--- config.mk ---
export PLATFORM = sky130hd
export DESIGN_NAME = game_fsm_flat
export DESIGN_NICKNAME = d
export VERILOG_FILES = /design/src/rtl/game_if.sv /design/src/rtl/game_fsm.sv /design/src/flat_wrapper.sv
export SDC_FILE = /design/constraint.sdc
export NUM_CORES = 1
export LEC_CHECK = 0
export BUFFER_PORTS_ARGS = -buffer_cell sky130_fd_sc_hd__buf_2
export CORE_UTILIZATION = 60
export DETAILED_ROUTE_END_ITERATION = 10
export MAX_ROUTING_LAYER = met4
export PLACE_DENSITY = 0.9
export SLEW_MARGIN = 20
export SYNTH_ARGS = -nofsm -noshare
export SYNTH_HDL_FRONTEND = slang
export SYNTH_SLANG_ARGS = --single-unit
export TNS_END_PERCENT = 10
--- constraint.sdc ---
create_clock -name clk -period 7 [get_ports clk]
set_clock_uncertainty 0.2 [all_clocks]
set_input_delay 0.35 -clock clk [delete_from_list [all_inputs] [get_ports clk]]
set_output_delay 0.35 -clock clk [all_outputs]
set_load 0.05 [all_outputs]
--- src/rtl/game_if.sv ---
// Signal bundle between the keypad/collision sources and the game controller.
interface game_if;
    logic       key_ready;
    logic       frame_tick;
    logic       pipe_passed;
    logic       is_dead;
    logic [1:0] state;
    logic       flap;
    logic       game_rst;
    logic [7:0] score;
    logic [7:0] best;

    modport master (
        output key_ready, frame_tick, pipe_passed, is_dead,
        input  state, flap, game_rst, score, best
    );

    modport slave (
        input  key_ready, frame_tick, pipe_passed, is_dead,
        output state, flap, game_rst, score, best
    );
endinterface

--- src/rtl/game_fsm.sv ---
// Registered WAIT/FLY/DEAD game controller with BCD score/best counters
// and a frame-timed restart hold-off after death.
module game_fsm #(
    parameter int         DEAD_HOLD = 60,
    parameter logic [7:0] SCORE_MAX = 8'h99
) (
    input logic   clk,
    input logic   rst,
    game_if.slave bus
);
    localparam logic [1:0] S_WAIT = 2'd0;
    localparam logic [1:0] S_FLY  = 2'd1;
    localparam logic [1:0] S_DEAD = 2'd2;
    localparam logic [7:0] HOLD_INIT = 8'(DEAD_HOLD);

    logic [1:0] state_q;
    logic       flap_q;
    logic       game_rst_q;
    logic [7:0] score_q;
    logic [7:0] best_q;
    logic [7:0] hold_q;
    logic       key_q;
    logic       press;

    // key_q resets high so a key held through reset is not seen as a press
    assign press = bus.key_ready & ~key_q;

    function automatic logic [7:0] bcd_inc(input logic [7:0] v);
        if (v >= SCORE_MAX)
            return SCORE_MAX;
        if (v[3:0] == 4'd9)
            return {v[7:4] + 4'd1, 4'd0};
        return {v[7:4], v[3:0] + 4'd1};
    endfunction

    always_ff @(posedge clk or posedge rst) begin
        if (rst) begin
            state_q    <= S_WAIT;
            flap_q     <= 1'b0;
            game_rst_q <= 1'b0;
            score_q    <= 8'h00;
            best_q     <= 8'h00;
            hold_q     <= 8'h00;
            key_q      <= 1'b1;
        end else begin
            key_q      <= bus.key_ready;
            flap_q     <= 1'b0;
            game_rst_q <= 1'b0;
            case (state_q)
                S_WAIT: begin
                    score_q <= 8'h00;
                    if (press) begin
                        state_q <= S_FLY;
                        flap_q  <= 1'b1;
                    end
                end
                S_FLY: begin
                    // death takes priority over a same-cycle flap or score
                    if (bus.is_dead) begin
                        state_q <= S_DEAD;
                        hold_q  <= HOLD_INIT;
                        if (score_q > best_q)
                            best_q <= score_q;
                    end else begin
                        if (press)
                            flap_q <= 1'b1;
                        if (bus.pipe_passed)
                            score_q <= bcd_inc(score_q);
                    end
                end
                S_DEAD: begin
                    if (bus.frame_tick && hold_q != 8'h00)
                        hold_q <= hold_q - 8'h01;
                    if (press && hold_q == 8'h00) begin
                        state_q    <= S_WAIT;
                        game_rst_q <= 1'b1;
                        score_q    <= 8'h00;
                    end
                end
                default: state_q <= S_WAIT;
            endcase
        end
    end

    assign bus.state    = state_q;
    assign bus.flap     = flap_q;
    assign bus.game_rst = game_rst_q;
    assign bus.score    = score_q;
    assign bus.best     = best_q;
endmodule

--- src/flat_wrapper.sv ---
// flat-port wrapper written by rule: the top's interface ports become plain ports
module game_fsm_flat 
#(
    parameter int         DEAD_HOLD = 60,
    parameter logic [7:0] SCORE_MAX = 8'h99
)
  (clk, rst, bus_key_ready, bus_frame_tick, bus_pipe_passed, bus_is_dead, bus_state, bus_flap, bus_game_rst, bus_score, bus_best);
  game_if bus_i ();
  input logic clk;
  input logic rst;
  input wire logic [$bits(bus_i.key_ready)-1:0] bus_key_ready;
  input wire logic [$bits(bus_i.frame_tick)-1:0] bus_frame_tick;
  input wire logic [$bits(bus_i.pipe_passed)-1:0] bus_pipe_passed;
  input wire logic [$bits(bus_i.is_dead)-1:0] bus_is_dead;
  output wire logic [$bits(bus_i.state)-1:0] bus_state;
  output wire logic [$bits(bus_i.flap)-1:0] bus_flap;
  output wire logic [$bits(bus_i.game_rst)-1:0] bus_game_rst;
  output wire logic [$bits(bus_i.score)-1:0] bus_score;
  output wire logic [$bits(bus_i.best)-1:0] bus_best;
  assign bus_i.key_ready = bus_key_ready;
  assign bus_i.frame_tick = bus_frame_tick;
  assign bus_i.pipe_passed = bus_pipe_passed;
  assign bus_i.is_dead = bus_is_dead;
  assign bus_state = bus_i.state;
  assign bus_flap = bus_i.flap;
  assign bus_game_rst = bus_i.game_rst;
  assign bus_score = bus_i.score;
  assign bus_best = bus_i.best;
  game_fsm #(.DEAD_HOLD(DEAD_HOLD), .SCORE_MAX(SCORE_MAX)) u_core (.clk(clk), .rst(rst), .bus(bus_i));
endmodule
Yosys cells after proc, flatten, opt, wreduce, memory -nomap -nowiden

Cells that the tools add are included.

Bits of input ports: 6
Bits in registers: 29

Reduce and logical (&&, ||, !) cells: 12
Add/subtract/negate cells: 3
Multiplexer cells: 29
Order comparisons: 2
Bitwise gates (word level): 2
Equality and inequality tests: 10

Operators by type and width:

| operator              | count |
|---|---|
| $mux W8               | 9 |
| $pmux W8 S3           | 1 |
| $pmux W8 S2           | 1 |
| $mux W1               | 13 |
| $reduce_and A3 Y1     | 3 |
| $add A4 B1 Y4 const B | 2 |
| $ge A8 B8 Y1 const B  | 1 |
| $gt A8 B8 Y1          | 1 |
| $logic_not A8 Y1      | 1 |
| $reduce_bool A8 Y1    | 1 |
| $sub A8 B1 Y8 const B | 1 |
| $mux W2               | 3 |
| $ne A2 B1 Y1 const B  | 3 |
| $ne A2 B2 Y1 const B  | 3 |
| $pmux W2 S3           | 1 |
| $reduce_and A5 Y1     | 1 |
| $eq A4 B4 Y1 const B  | 1 |
| $reduce_and A4 Y1     | 1 |
| $ne A3 B1 Y1 const B  | 1 |
| $reduce_bool A3 Y1    | 1 |
| $eq A2 B1 Y1 const B  | 1 |
| $eq A2 B2 Y1 const B  | 1 |
| $logic_and A1 B1 Y1   | 2 |
| $logic_not A2 Y1      | 1 |
| 4 further kinds       | 4 |

Logic depth before layout (Yosys ltp)

Depth in word-level cells: 14
Depth in mapped cells: 7
Mapped depth without buffers: 7

Least setup slack after synthesis

No wires, ideal clock.

Kind: register to register
Start point: register u_core.score_q[0], in the netlist u_core.bus.score[0]
End point: register u_core.best_q[0], in the netlist u_core.bus.best[0]
Buffers on the path: 0
Library setup time: 0.125 ns
Cell stages (with the launch flop): 6
Data arrival time: 2.220 ns
Slack: 4.456 ns
Path through: dfrtp_1 > inv_1 > ha_1 > nand4_1 > o2111ai_1 > mux2_2

Cells in the longest elaborated chain, start to end: 2

Ends and longest elaborated chain:

| item                               | RTL line       | source |
|---|---|---|
| from (decl)                        | game_fsm.sv:19 | `logic [7:0] score_q;` |
| from (signal assigned)             | game_fsm.sv:68 | `score_q <= bcd_inc(score_q);` |
| $gt A8 B8 Y1                       | game_fsm.sv:62 | `if (score_q > best_q)` |
| $reduce_and A3 Y1 (no source line) | --             |  |
| to (signal assigned)               | game_fsm.sv:63 | `best_q <= score_q;` |
| to (decl)                          | game_fsm.sv:20 | `logic [7:0] best_q;` |

Parallel ways exist; a longest one is shown, timed or not.
A chain may end at the register's enable or synchronous reset.

Worst setup path after layout

Start point: register u_core.score_q[0], in the netlist u_core.bus.score[0]
End point: register u_core.best_q[7], in the netlist u_core.bus.best[7]

Cells in the longest elaborated chain, start to end: 2

Ends and longest elaborated chain:

| item                               | RTL line |
|---|---|
| $gt A8 B8 Y1                       | game_fsm.sv:62 |
| $reduce_and A3 Y1 (no source line) | -- |

Every way passes these cells.

==> key figures <==
Run status
  – Status: completed

Critical path
  – Startpoint type of the worst setup path: flip-flop
  – CP max FO: 9
  – Setup Crit Path Kind: reg2reg
  – Worst path cell trace: inv_1 -> ha_1 -> nand4_1 -> o2111ai_1 -> mux2_2
  – Slowest cell on crit path: o2111ai_1
  – Nature of the critical path endpoint: flip-flop
  – CP max stage delay: 0.70 ns
  – WP data required: 7.02 ns
  – Arrival @ worst endpoint: 2.50 ns

Placed design
  – Port bufs: 25
  – Final RePlAce weighted congestion: 0.868
  – Hpwl dp: 2.58 mm
  – Setup WS pre-CTS: 4.56 ns

Timing
  – Slew at the pin closest to its max-slew limit: 0.837 ns
  – Post-layout minimum cycle time: 2.48 ns
  – Final setup fails: 0
  – Worst rel slew slack: 44.2%
  – FMAX: 0.403 GHz
  – Final Hold Fails: 0
  – Final Cycle Share: 35.4%
  – Final Worst Setup Slack: 4.52 ns
  – TNS Setup: 0 ns
  – Max Slew Vio Count: 0
  – RSZ-0062 raised after global routing: false

Cells and area
  – Most frequent cells in the layout: dfrtp_1, buf_2, inv_1, nand2_1, ha_1
  – Fillers: 183
  – Layout cells sized above 1: 24.4%
  – Commonest non-fill, non-tap cell in the layout: dfrtp_1
  – Final #Nets: 214
  – Final Util: 74.9%
  – Ant. Diodes: 0
  – Area grow syn2layout: 14.8%

Global routing
  – Vias in the first global route: 1,250
  – Largest net degree at the start of global routing: 30
  – Initial antenna violation count: 0
  – GRT overflow: 0
  – Gr usage total: 29.1%
  – First-pass GRT wire length: 5.50 mm

Synthesis
  – Post-synthesis cell count: 164
  – Synth unique cells: 46
  – Yosys warnings: 0
  – Syn_nets: 182
  – Synth Register Bits: 29
  – Post-synth EDFFs: 0
  – Most used flip-flop cell after synthesis: dfrtp_1
  – Biggest area consumer among synthesized cells: dfrtp_1
  – Top cell type's share of synthesized area: 42.6%
  – Mapped cell area: 1640 µm²
  – Ys async rst share: 100%
  – Register area share after synthesis: 44.2%
  – Mean Syn Cell Area: 10.0 µm²
  – Synth area leaders: dfrtp_1, ha_1, mux2_2

Routing
  – Wire length per cell: 15.5 µm
  – First-pass DRT Iterations: 4
  – Drt drc: 0
  – Iteration-0 DRC Markers: 28
  – Vias: 1,339
  – Remaining antenna violation count: 0
  – Total wire length: 3.52 mm
  – DR vias/cell: 5.90

Floorplanning
  – Die Wd: 54.3 µm
  – Initial Util: 65.2%
  – CORE AREA: 2520 µm²
  – Std cell rows: 18
  – Num ports: 26
  – Die area: 2950 µm²
  – Die Height: 54.3 µm

CTS
  – Root Driver: clkbuf_4
  – Clock sinks: 29
  – CTS clk-pin slew, worst paths: 0.09 ns
  – CTS tree: built
  – CTS Buf Count: 5
  – CTS H-tree depth: 2
  – Clock Latency Late Sink: 0.33 ns
  – Postcts setup bufs: 0
  – CTS Buffer Depth: 2

Power
  – Peak supply drop: 0.263 mV
  – Leakage power: 0.935 nW
  – Pwr dens: 268 nW/µm²

Min path
  – HP Class: in2reg

Flow run
  – Max_cap viols: 0
-- sequential cells by signal (all words and copies together) (netlist names) --
signal,count
u_core.bus.best,8
u_core.bus.flap,1
u_core.bus.game_rst,1
u_core.bus.score,8
u_core.bus.state,2
u_core.hold_q,8
u_core.key_q,1
-- critical path: cells and delay by family (launching register included) --
kind	cells	cell delay (ns)
AO/OA/AOI/OAI	1	0.70
AND/OR/NAND/NOR	1	0.10
multiplexers	1	0.42
flip-flops	1	0.48
adder cells (fa/ha/maj)	1	0.32
buffers and inverters	1	0.15
-- logic make-up (layout without fill, tap and decap cells) --
kind of cell,count (synthesis),after routing,synth area share (%)
AO/OA/AOI/OAI,37,37,16.3
multiplexers,9,9,5.94
buffers and inverters,19,52,4.41
adder cells (fa/ha/maj),12,12,9.13
flip-flops,29,29,44.2
XOR/XNOR,6,6,3.20
AND/OR/NAND/NOR,52,52,16.8
-- synth_stat cells (2+ instances only) --
library cell / n
nand2b_1: 3
ha_1: 12
mux2i_1: 3
nor2_1: 8
inv_1: 17
a21oi_1: 11
mux2_2: 6
nand4_1: 2
xnor2_1: 5
o21ai_0: 6
nand3_1: 7
nand2_1: 16
o21a_1: 2
nor2b_1: 2
nor3_1: 5
dfrtp_1: 28
o2111ai_1: 2
-- layer usage --
layer | global-route usage (%) | share of wire, %
met2 | 44.1 | 49
met4 | 16.7 | 3.5
met5 | - | 0
met3 | 11.7 | 4.7
met1 | 32.3 | 42
-- per-stage QoR --
stage / hold slack, ns / power (mW) / cells / area, µm²
finish: 0.122 / 0.506 / 227 / 1890
detailed placement: 0.275 / 0.390 / 217 / 1800
global route: 0.102 / 0.544 / 227 / 1890
global placement: 0.269 / 0.383 / 217 / 1800
CTS: 0.0874 / 0.509 / 226 / 1880
floorplan: 0.154 / 0.355 / 164 / 1640
-- report_power, final --
group	switching, mW	internal, mW	total, mW
registers	0.0342	0.191	0.225
clock network	0.0552	0.0581	0.113
logic	0.102	0.0649	0.167
total	0.192	0.314	0.506
-- worst paths after layout --
check,from,to,slack [ns],cells past startpoint
setup / recovery,u_core.bus.score[0],u_core.bus.best[7],4.52,5
hold / removal,bus_is_dead,u_core.bus.state[0],0.12,3
setup reg to reg,u_core.bus.score[0],u_core.bus.best[7],4.52,5
hold reg to reg,u_core.hold_q[7],u_core.hold_q[7],0.35,2
max in group asynchronous,rst,u_core.bus.score[4],5.79,3
min in group asynchronous,rst,u_core.bus.best[3],0.42,3
-- final cells by class --
class                   instances  area, µm²  share of cell area, %
well taps                      30       37.5                   1.99
clock inverters                 1       5.00                  0.265
multi-input cells             116        845                   44.7
inverters                      17       63.8                   3.38
clock buffers                   7       65.1                   3.45
repair buffers                 27        145                   7.69
flip-flops and latches         29        727                   38.5
-- what timing repair did --
| action | 4_1_cts | 5_1_grt |
|---|---|---|
| hold endpoints to repair | 1 | 28 |
| resized for setup | 0 | 0 |
| hold buffers | 1 | 1 |
Power figures use the tool's default switching activity.
